--- src/rtl/fp_cmp_resolve128.sv ---
// rtl/fp_cmp_resolve128.sv - FP compare predicate resolver with 2-entry result FIFO and NV status
//
// Resolves the selected compare predicate to a taken bit, derives the IEEE
// invalid (NV) flag for signaling predicates, and buffers {taken, nv, tag}
// in a 2-entry FIFO toward the branch/set-flag stage. Keeps a sticky NV bit
// and a saturating NV event counter, both updated at push time.
//
// Optional feature macro: FP_CMP_TRAP_EN (adds nv_trap_en_i / trap_o).
//
// Ports:
//   clk_i, rst_ni           clock, synchronous active-low reset
//   cmp_valid_i/cmp_ready_o upstream handshake (ready = FIFO not full)
//   cmp_i, nan_i, snan_i    condition vector and NaN flags from compare unit
//   cond_i, tag_i           predicate selector and issue tag
//   res_valid_o/res_ready_i downstream handshake
//   res_taken_o, res_nv_o,  head entry contents (zero while empty)
//   res_tag_o
//   nv_sticky_o, nv_cnt_o   sticky invalid flag, saturating invalid count
//   nv_clr_i                clears sticky flag and counter
//   nv_trap_en_i, trap_o    (FP_CMP_TRAP_EN only) trap enable, one-cycle trap pulse

module fp_cmp_resolve128 #(
  parameter int TAGW = 6,
  parameter int CNTW = 8
) (
  input  logic            clk_i,
  input  logic            rst_ni,
  input  logic            cmp_valid_i,
  output logic            cmp_ready_o,
  input  logic [15:0]     cmp_i,
  input  logic            nan_i,
  input  logic            snan_i,
  input  logic [3:0]      cond_i,
  input  logic [TAGW-1:0] tag_i,
  output logic            res_valid_o,
  input  logic            res_ready_i,
  output logic            res_taken_o,
  output logic            res_nv_o,
  output logic [TAGW-1:0] res_tag_o,
  output logic            nv_sticky_o,
  input  logic            nv_clr_i,
`ifdef FP_CMP_TRAP_EN
  input  logic            nv_trap_en_i,
  output logic            trap_o,
`endif
  output logic [CNTW-1:0] nv_cnt_o
);

  localparam logic [CNTW-1:0] CNT_ONE = {{(CNTW-1){1'b0}}, 1'b1};
  localparam logic [CNTW-1:0] CNT_MAX = {CNTW{1'b1}};

  logic [1:0]      count_q, count_d;
  logic            wr_ptr_q, wr_ptr_d;
  logic            rd_ptr_q, rd_ptr_d;
  logic [1:0]      taken_q;
  logic [1:0]      nv_q;
  logic [TAGW-1:0] tag_q [2];
  logic            sticky_q, sticky_d;
  logic [CNTW-1:0] cnt_q, cnt_d;

  logic push, pop;
  logic signaling, nv_new, taken_new;

  assign cmp_ready_o = (count_q != 2'd2);
  assign res_valid_o = (count_q != 2'd0);
  assign push        = cmp_valid_i & cmp_ready_o;
  assign pop         = res_valid_o & res_ready_i;

  // lt, le and their negations signal on NaN; eq/ne/unordered/ordered/magnitude are quiet
  assign signaling = (cond_i == 4'd1) | (cond_i == 4'd2) | (cond_i == 4'd9) | (cond_i == 4'd10);
  assign nv_new    = snan_i | (nan_i & signaling);

`ifdef FP_CMP_TRAP_EN
  logic trap_q;
  // a trapping compare must not be seen as taken downstream
  assign taken_new = cmp_i[cond_i] & ~(nv_new & nv_trap_en_i);
  assign trap_o    = trap_q;
`else
  assign taken_new = cmp_i[cond_i];
`endif

  // head entry is masked while empty so stale storage never leaks out
  assign res_taken_o = res_valid_o & taken_q[rd_ptr_q];
  assign res_nv_o    = res_valid_o & nv_q[rd_ptr_q];
  assign res_tag_o   = res_valid_o ? tag_q[rd_ptr_q] : '0;
  assign nv_sticky_o = sticky_q;
  assign nv_cnt_o    = cnt_q;

  always_comb begin
    count_d  = count_q;
    wr_ptr_d = wr_ptr_q;
    rd_ptr_d = rd_ptr_q;
    if (push) wr_ptr_d = ~wr_ptr_q;
    if (pop)  rd_ptr_d = ~rd_ptr_q;
    case ({push, pop})
      2'b10:   count_d = count_q + 2'd1;
      2'b01:   count_d = count_q - 2'd1;
      default: count_d = count_q;
    endcase
  end

  // a new invalid event takes priority over a same-cycle clear
  always_comb begin
    sticky_d = sticky_q;
    cnt_d    = cnt_q;
    if (push && nv_new) begin
      sticky_d = 1'b1;
      if (nv_clr_i)            cnt_d = CNT_ONE;
      else if (cnt_q != CNT_MAX) cnt_d = cnt_q + CNT_ONE;
    end else if (nv_clr_i) begin
      sticky_d = 1'b0;
      cnt_d    = '0;
    end
  end

  always_ff @(posedge clk_i) begin
    if (!rst_ni) begin
      count_q  <= 2'd0;
      wr_ptr_q <= 1'b0;
      rd_ptr_q <= 1'b0;
      taken_q  <= 2'b00;
      nv_q     <= 2'b00;
      tag_q[0] <= '0;
      tag_q[1] <= '0;
      sticky_q <= 1'b0;
      cnt_q    <= '0;
    end else begin
      count_q  <= count_d;
      wr_ptr_q <= wr_ptr_d;
      rd_ptr_q <= rd_ptr_d;
      sticky_q <= sticky_d;
      cnt_q    <= cnt_d;
      if (push) begin
        taken_q[wr_ptr_q] <= taken_new;
        nv_q[wr_ptr_q]    <= nv_new;
        tag_q[wr_ptr_q]   <= tag_i;
      end
    end
  end

`ifdef FP_CMP_TRAP_EN
  always_ff @(posedge clk_i) begin
    if (!rst_ni) trap_q <= 1'b0;
    else         trap_q <= push & nv_new & nv_trap_en_i;
  end
`endif

endmodule

--- config.mk ---
export PLATFORM = sky130hd
export DESIGN_NAME = fp_cmp_resolve128
export DESIGN_NICKNAME = d
export VERILOG_FILES = /design/src/rtl/fp_cmp_resolve128.sv
export SDC_FILE = /design/constraint.sdc
export NUM_CORES = 1
export LEC_CHECK = 0
export ABC_AREA = 1
export ABC_CLOCK_PERIOD_IN_PS = 3840
export CAP_MARGIN = 25
export CORE_MARGIN = 4
export CORE_UTILIZATION = 50
export CTS_CLUSTER_DIAMETER = 120
export DETAILED_ROUTE_END_ITERATION = 16
export DONT_BUFFER_PORTS = 1
export PLACE_DENSITY_LB_ADDON = 0.2
export SLEW_MARGIN = 40
export SYNTH_ARGS = -nofsm -noshare
export SYNTH_HDL_FRONTEND = slang
export SYNTH_SLANG_ARGS = --single-unit
--- constraint.sdc ---
create_clock -name clk_i -period 3.84 [get_ports clk_i]
set_input_delay 0.768 -clock clk_i [delete_from_list [all_inputs] [get_ports clk_i]]
set_output_delay 0.768 -clock clk_i [all_outputs]
set_load 0.1 [all_outputs]
== After elaboration in Yosys (flattened, before gate mapping) ==
Memories as Yosys holds them, arrays and structs flattened. A register that Yosys moved wholly into a read port is not among the register bits.
Cells that the tools add are included.
Word-level totals
  bits in writable memories: 12
  flip-flop bits (word level): 17
  word-level logic and storage cells: 69
  output and inout port bits: 19
  input port bits: 33
  memories kept: 1
Cells by class
  multiplexer cells: 27
  $add $sub $neg: 3
  reductions and logical operators: 8
  equal/unequal tests: 8
  bitwise operators: 11
  order comparisons: 4
Memory list
  tag_q: words 2, bits a word 6, read ports 1, clocked after Yosys merged registers in 1, wr ports 2, line 57  | logic [TAGW-1:0] tag_q [2];
Operator list (number)
  $mux 8: 4
  $mux 1: 16
  $mux 6: 2
  $add 8x1->8 const B: 1
  $eq 4x4->1 const B: 2
  $ne 8x8->1 const B: 1
  $reduce_bool 2->1: 4
  $reduce_or 6->1: 1
  $and 1x1->1: 5
  $lt 4x5->1 const B: 1
  $bmux 1 s4: 1
  $bwmux 2: 2
  $eq 4x1->1 const B: 1
  $eq 4x2->1 const B: 1
  $lt 1x2->1 const B: 2
  $or 1x1->1: 4
  $pmux 2 s2: 1
  $add 2x1->2 const B: 1
  $eq 2x1->1 const B: 1
  $eq 2x2->1 const B: 1
  $logic_and 1x1->1: 2
  $ne 2x2->1 const B: 1
  $not 1->1: 2
  $reduce_and 2->1: 1
  3 further kinds: 3

== Depth between registers and ports, before layout ==
Gate-level depths: netlist (run 1).
  depth in word-level cells: 9
  gate-level depth with buffers: 10
  depth with buffers taken out: 10

== Least setup slack after synthesis (run 1) ==
Ideal clock, no wire load.
  kind: flip-flop to output port
  from: reg count_q[0]
  to: out res_nv_o
  setup slack: 0.560 ns
  cell stages (with the launch flop): 5
  data required time: 3.072 ns
  path buffers: 0
  arrival time: 2.512 ns
  cells stage by stage: dfxtp_1 > nor2_2 > inv_2 > o21ai_0 > a21oi_1
On the way
  cells in the longest elaborated chain, start to end: 2
RTL lines
  start: declaration: line 52  | logic [1:0] count_q, count_d;
  start signal: assignment: line 128  | count_q <= count_d;
  $reduce_bool 2->1: line 65  | assign res_valid_o = (count_q != 2'd0);
  named net res_valid_o: line 35  | output logic res_valid_o,
  $and 1x1->1: line 84  | assign res_nv_o = res_valid_o & nv_q[rd_ptr_q];
  end: declaration: line 38  | output logic res_nv_o,
The timed path passes the listed nets, and every way through them passes these cells.

== Final worst setup path (run 1) ==
Ends and elaborated chain as after synthesis.

==> impl_metrics.env, run 1 <==
export IMPL_final_cells=298
export IMPL_drv_slew=0
export IMPL_areaGrowthSynthToFinish_pct=14.02
export IMPL_grt_max_degree=15
export IMPL_syn_cell_area_um2=1704
export IMPL_clkPwrFrac_pct=20.7
export IMPL_switching_share_pct=48.70
export IMPL_tritoncts="built"
export IMPL_rows=20
export IMPL_synth_cells=239
export IMPL_top_usage_layer="met2"
export IMPL_setup_viol=0
export IMPL_setup_tns_ps=0
export IMPL_cts_made_buffers=5
export IMPL_layout_drive_gt1_share_pct=20.87
export IMPL_grtUsageTotal_pct=18.39
export IMPL_die_w_um=66.38
export IMPL_dieHeight_um=66.38
export IMPL_mostFrequentLayoutCells="58 x nand2_1, 39 x inv_1, 28 x nor2_1"
export IMPL_synth_warnings=0
export IMPL_post_cts_setup_buffers=0
export IMPL_synth_distinct_cells=30
export IMPL_grt_pass1_wl_um=6023
export IMPL_crit_required_ps=3070
export IMPL_start_util_pct=54.05
export IMPL_routed_wl_um=3488
export IMPL_cp_top_family="buffers and inverters"
export IMPL_path_cells="nor2_2 > inv_2 > o21ai_0 > a21oi_2 > buf_4"
export IMPL_arrival_ps=2090
export IMPL_ys_seq_area_share_pct=42.29
export IMPL_use_met3_pct=6.633
export IMPL_slew_headroom_pct=53.09
export IMPL_grt_pass1_vias=1376
export IMPL_yosys_register_bits=30
export IMPL_dr_total_vias=1477
export IMPL_viasPerCell=4.956
export IMPL_diodes=0
export IMPL_critical_path_buf_inv_count=2
export IMPL_first_pass_iters=4
export IMPL_met2_usage_pct=27.39
export IMPL_synth_fp_nets=274
export IMPL_grt_ovfl_total=0
export IMPL_drtAntennaViolNets=0
export IMPL_fmax_mhz=349.9
export IMPL_rsz0062_at_grt="no"
export IMPL_powerDensity_nw_per_um2=606.9
export IMPL_netlist_area_leader_share_pct=21.15
export IMPL_cap_violations=0
export IMPL_coreArea_um2=3153
export IMPL_fp_dieArea_um2=4406
export IMPL_pwr_share_comb_pct=44.5
export IMPL_gr_usage_met1_pct=22.95
export IMPL_dp_cells=290
export IMPL_io_buffer_count=0
export IMPL_drt_initial_drc_count=66
export IMPL_final_common_cell="nand2_1"
export IMPL_max_clock_path_buffers=2
export IMPL_antenna_found_initial=0
export IMPL_leakage_nw=0.8709
export IMPL_clkLatencyLatePin_ps=340
export IMPL_htreeDepth=2
export IMPL_final_nets=288
export IMPL_wire_per_inst_um=11.70
export IMPL_num_io_pins=52
export IMPL_final_setup_skew_ps=7.265
export IMPL_tightest_slew_ps=702.1
export IMPL_status="finished clean"
export IMPL_clk_pin_slew_ps=90
export IMPL_drc_errors=0
export IMPL_min_period_ps=2858
export IMPL_avgSynthCellArea_um2=7.130
export IMPL_power_switching_uw=574.3
export IMPL_cp_max_fo=8
export IMPL_ir_worst_vdd_v=0.0002138
export IMPL_hold_viol_final=0
export IMPL_cts_root_buffer="clkbuf_4"
export IMPL_final_area_um2=1943
export IMPL_hold_class="reg -> reg"
export IMPL_hpwl_um=2674
export IMPL_finalCritPeriodShare_pct=74.43
export IMPL_power_total_mw=1.179
export IMPL_crit_type="reg -> out"
export IMPL_rrSetupSlack_ps=1450
export IMPL_yosys_top_cells_area="dfxtp_1 21%, edfxtp_1 21%, nand2_1 13%, inv_1 8.6%, nor2_1 6.2%"
export IMPL_clock_sinks=30
export IMPL_hold_buffers=0
export IMPL_seqPwrFrac_pct=34.8
export IMPL_synth_top_area_cell="dfxtp_1"
export IMPL_internal_power_uw=604.9
export IMPL_endpoint_kind="output port"
export IMPL_cts_resized=0
export IMPL_globalplace_congestion=0.8029
export IMPL_start_kind="flop"
export IMPL_cpMaxStageDelayCell="nor2_2"
export IMPL_crit_path_max_incr_delay_ps=500
export IMPL_place_area_um2=1868
## worst reg2reg max path: stages (launching register included)
cell and delay (ps):
dfxtp_1 370, nor2_2 500, inv_2 390, nand2_1 230, inv_1 80, ha_1 300
a21oi_1 110, o21ai_0 90, inv_1 70, o21ai_0 70, a21oi_1 110
## power by group through the flow
stage	Clock (mW)	Combinational, mW	Sequential (mW)
2_1_floorplan	0	0.420	0.422
3_3_place_gp	0	0.517	0.417
3_5_place_dp	0	0.525	0.419
4_1_cts	0.249	0.527	0.411
5_1_grt	0.263	0.558	0.417
6_report	0.244	0.524	0.411
## stage by stage
step                util (%)  worst slack (ps)  hold slack (ps)
floorplan                  -             560.0            445.9
global placement       58.77              1416            462.2
detailed placement     59.25              1354            468.3
CTS                    61.63             961.9            483.9
global route           61.63             813.0            503.8
finish                 61.63             981.8            480.4
## synthesized netlist by cell type (all sizes together)
master and n:
o22ai 1, nand2 65, o21bai 3, nor2 30, nand3 23, inv 44, nor3 1, or2 3
buf 3, clkbuf 1, ha 2, a21oi 20, xor2 1, edfxtp 12, nand4 1, nor3b 2
o21ai 7, dfxtp 18, o211ai 1, clkinv 1
## flip-flops by register name, summed over array words and instances, names as in the netlist, named ones only
register     flops
nv_sticky_o      1
taken_q          2
nv_q             2
wr_ptr_q         1
nv_cnt_o         8
rd_ptr_q         1
tag_q           12
count_q          2
## cells by family (layout without fill, tap and decap cells)
logic type | after synthesis | in the layout | synth area share, %
and+or+nand+nor | 125 | 125 | 33.99
xor gates and xnor gates | 1 | 1 | 0.5140
adders and majority gates | 2 | 2 | 1.468
buffers and inverters | 49 | 64 | 11.01
DFF | 30 | 30 | 42.29
AOI/OAI and AO/OA | 32 | 32 | 10.72
## worst paths after layout
path,from,endpoint,depth (start not counted)
worst min register to register,taken_q[0]$_SDFFE_PN0P_,taken_q[0]$_SDFFE_PN0P_,2
worst max-delay path,count_q[0]$_SDFFE_PN0P_,res_nv_o,5
worst min-delay path,taken_q[0]$_SDFFE_PN0P_,taken_q[0]$_SDFFE_PN0P_,2
worst max register to register,count_q[0]$_SDFFE_PN0P_,count_q[1]$_SDFFE_PN0P_,10
## per-layer routing
layer	up-vias	share of wire (%)
met1	641	47
li1	776	-
met2	54	42
met3	6	8.5
met5	-	0
met4	0	1.9
## cell type report
class | instances | area, um2
Clock inverter | 2 | 33.78
Clock buffer | 6 | 41.29
Tap cell | 44 | 55.05
Sequential cell | 30 | 728.2
Timing Repair Buffer | 11 | 82.58
Fill cell | 299 | 1210
Inverter | 45 | 168.9
Multi-Input combinational cell | 160 | 833.3
No activity file was read; power rests on OpenSTA's default activity.
==> run 2, diff against run 1 <==
Settings changed: ABC_AREA 1 to 0, ABC_CLOCK_PERIOD_IN_PS 3840 to 2980.
Clock period 3.84 ns to 2.98 ns, I/O delays scaled along.
==> run 2 against run 1 <==
Sequential share of layout area grew 1.5 points. Sequential cell count is the same. Critical path depth shrank 2. Final cell count shrank 27%. Largest cell class unchanged. Clock skew is essentially flat.
==> impl_metrics.env, run 2 <==
export IMPL_netlist_area_leader_share_pct=22.40
export IMPL_rows=20
export IMPL_top_usage_layer="met2"
export IMPL_fmax_mhz=480.3
export IMPL_yosys_register_bits=30
export IMPL_cpMaxStageDelayCell="nor2_2"
export IMPL_die_w_um=64.73
export IMPL_routed_wl_um=3288
export IMPL_clkLatencyLatePin_ps=320
export IMPL_hold_buffers=0
export IMPL_drc_errors=0
export IMPL_powerDensity_nw_per_um2=815.6
export IMPL_tritoncts="built"
export IMPL_cts_resized=0
export IMPL_cp_max_fo=10
export IMPL_dr_total_vias=1236
export IMPL_synth_cells=156
export IMPL_crit_path_max_incr_delay_ps=470
export IMPL_fill_cells=275
export IMPL_syn_cell_area_um2=1609
export IMPL_htreeDepth=2
export IMPL_arrival_ps=1490
export IMPL_synth_fp_nets=191
export IMPL_max_clock_path_buffers=2
export IMPL_endpoint_kind="output port"
export IMPL_mostFrequentLayoutCells="18 x buf_4, 17 x dfxtp_1, 12 x mux2i_1, 12 x edfxtp_1, 11 x and2_1"
export IMPL_fp_dieArea_um2=4190
export IMPL_dieHeight_um=64.73
export IMPL_crit_required_ps=2380
export IMPL_path_depth=3
export IMPL_yosys_top_cells_area="dfxtp_1 22%, edfxtp_1 22%, mux2i_1 7.5%, and2_1 4.3%, mux4_1 3.3%"
export IMPL_path_cells="nor2_2 > inv_1 > buf_4"
export IMPL_final_common_cell="buf_4"
export IMPL_diodes=0
export IMPL_synth_edf_count=12
export IMPL_wire_per_inst_um=15.08
export IMPL_synth_ff_type="dfxtp_1"
export IMPL_num_io_pins=52
export IMPL_grt_pass1_wl_um=5520
export IMPL_grt_max_degree=22
export IMPL_drt_initial_drc_count=63
export IMPL_fin_ws_ps=898.1
export IMPL_layout_drive_gt1_share_pct=22.41
export IMPL_min_period_ps=2082
export IMPL_use_met3_pct=6.066
export IMPL_viasPerCell=5.670
export IMPL_met2_usage_pct=28.74
export IMPL_synth_warnings=0
export IMPL_crit_type="reg -> out"
export IMPL_drv_slew=0
export IMPL_coreArea_um2=3078
export IMPL_antenna_found_initial=0
export IMPL_finalCritPeriodShare_pct=69.86
export IMPL_cts_made_buffers=5
export IMPL_power_total_mw=1.509
export IMPL_async_reset_ff_share_pct=0
export IMPL_ys_seq_area_share_pct=44.79
export IMPL_top_register="tag_q"
export IMPL_ir_worst_vdd_v=0.0002807
export IMPL_drtAntennaViolNets=0
export IMPL_synth_distinct_cells=45
export IMPL_multi_input_area_um2=857.1
export IMPL_grt_ovfl_total=0
export IMPL_clk_pin_slew_ps=90
export IMPL_hpwl_um=2611
export IMPL_largest_reg_flops=12
export IMPL_leakage_nw=0.7215
export IMPL_first_pass_iters=4
export IMPL_synthTopCellsByCount="18 x dfxtp_1, 12 x edfxtp_1, 12 x mux2i_1, 11 x and2_1, 10 x nor2_1"
export IMPL_cp_top_family="simple AND/OR/NAND/NOR gates"
export IMPL_grtUsageTotal_pct=16.93
export IMPL_regArea_um2=721.9
export IMPL_gr_usage_met1_pct=19.43
export IMPL_areaGrowthSynthToFinish_pct=15.01
export IMPL_grt_pass1_vias=1234
export IMPL_tightest_slew_ps=679.1
export IMPL_clock_sinks=30
export IMPL_start_util_pct=52.28
export IMPL_hold_viol_final=0
export IMPL_final_nets=208
export IMPL_globalplace_congestion=0.8157
export IMPL_final_setup_skew_ps=7.157
export IMPL_io_buffer_count=0
export IMPL_hold_class="in -> reg"
export IMPL_cap_violations=0
export IMPL_cts_root_buffer="clkbuf_4"
export IMPL_post_cts_setup_buffers=0
export IMPL_avgSynthCellArea_um2=10.31
export IMPL_setup_viol=0
export IMPL_start_kind="flop"
export IMPL_min_path_cells=1
export IMPL_setup_tns_ps=0
export IMPL_critical_path_buf_inv_count=2
export IMPL_r2r_cells=5
export IMPL_rsz0062_at_grt="no"
export IMPL_status="finished clean"
export IMPL_synth_top_area_cell="dfxtp_1"
export IMPL_synth_most_common_cell="dfxtp_1"
export IMPL_place_ws_ps=765.7
export IMPL_slew_headroom_pct=54.63
[run 2: cell types whose count changed after synthesis, moves of 5 or more]
cell	before	now
nand2_2	6	0
inv_1	39	5
and3_1	0	8
mux2i_1	0	12
nand2_1	58	8
nand2b_1	0	5
a21oi_1	17	1
nand3_1	20	5
and2_1	0	11
nor2_1	28	10
clkbuf_1	1	6
[run 2: logic make-up after synthesis]
logic type | after synthesis | synth area share (%)
buf+inv | 14 | 3.732
flops | 30 | 44.79
mux | 16 | 13.53
xor+xnor | 4 | 2.178
compound gates | 24 | 10.96
fa+ha+maj | 2 | 1.555
simple gates | 66 | 23.25
[run 2: cell type report]
cell class	count	area share, %
clock buffer	6	2.772
tap	44	2.975
sequential	30	39.01
multi-input combinational	112	46.32
timing repair buffer	18	7.302
inverter	6	1.217
clock inverter	2	0.4057
[run 2: worst paths after layout]
check	start	to	slack, ps
setup reg to reg	count_q[0]$_SDFFE_PN0P_	count_q[1]$_SDFFE_PN0P_	1020
setup / recovery	count_q[0]$_SDFFE_PN0P_	res_valid_o	900
hold / removal	rst_ni	flop	390
hold reg to reg	taken_q[1]$_SDFFE_PN0P_	taken_q[1]$_SDFFE_PN0P_	480
[run 2: through the flow]
stage,instances,area (um2),hold WS [ps],util [%]
finish,218,1851,393.1,60.12
global route,218,1851,376.4,60.12
CTS,218,1848,382.2,60.04
detailed placement,210,1789,450.9,58.13
global placement,210,1782,447.9,57.89
floorplan,156,1609,432.1,-
[run 2: report_power, final]
group,internal [mW],leakage (nW),switching (mW)
registers,0.493,0.275,0.0670
clock network,0.110,0.0333,0.132
logic,0.187,0.413,0.520
[run 2: routing by layer]
layer	wire length, um	up-vias
li1	-	609
met1	1284	571
met2	1643	49
met3	309	7
met4	51	0
met5	0	-
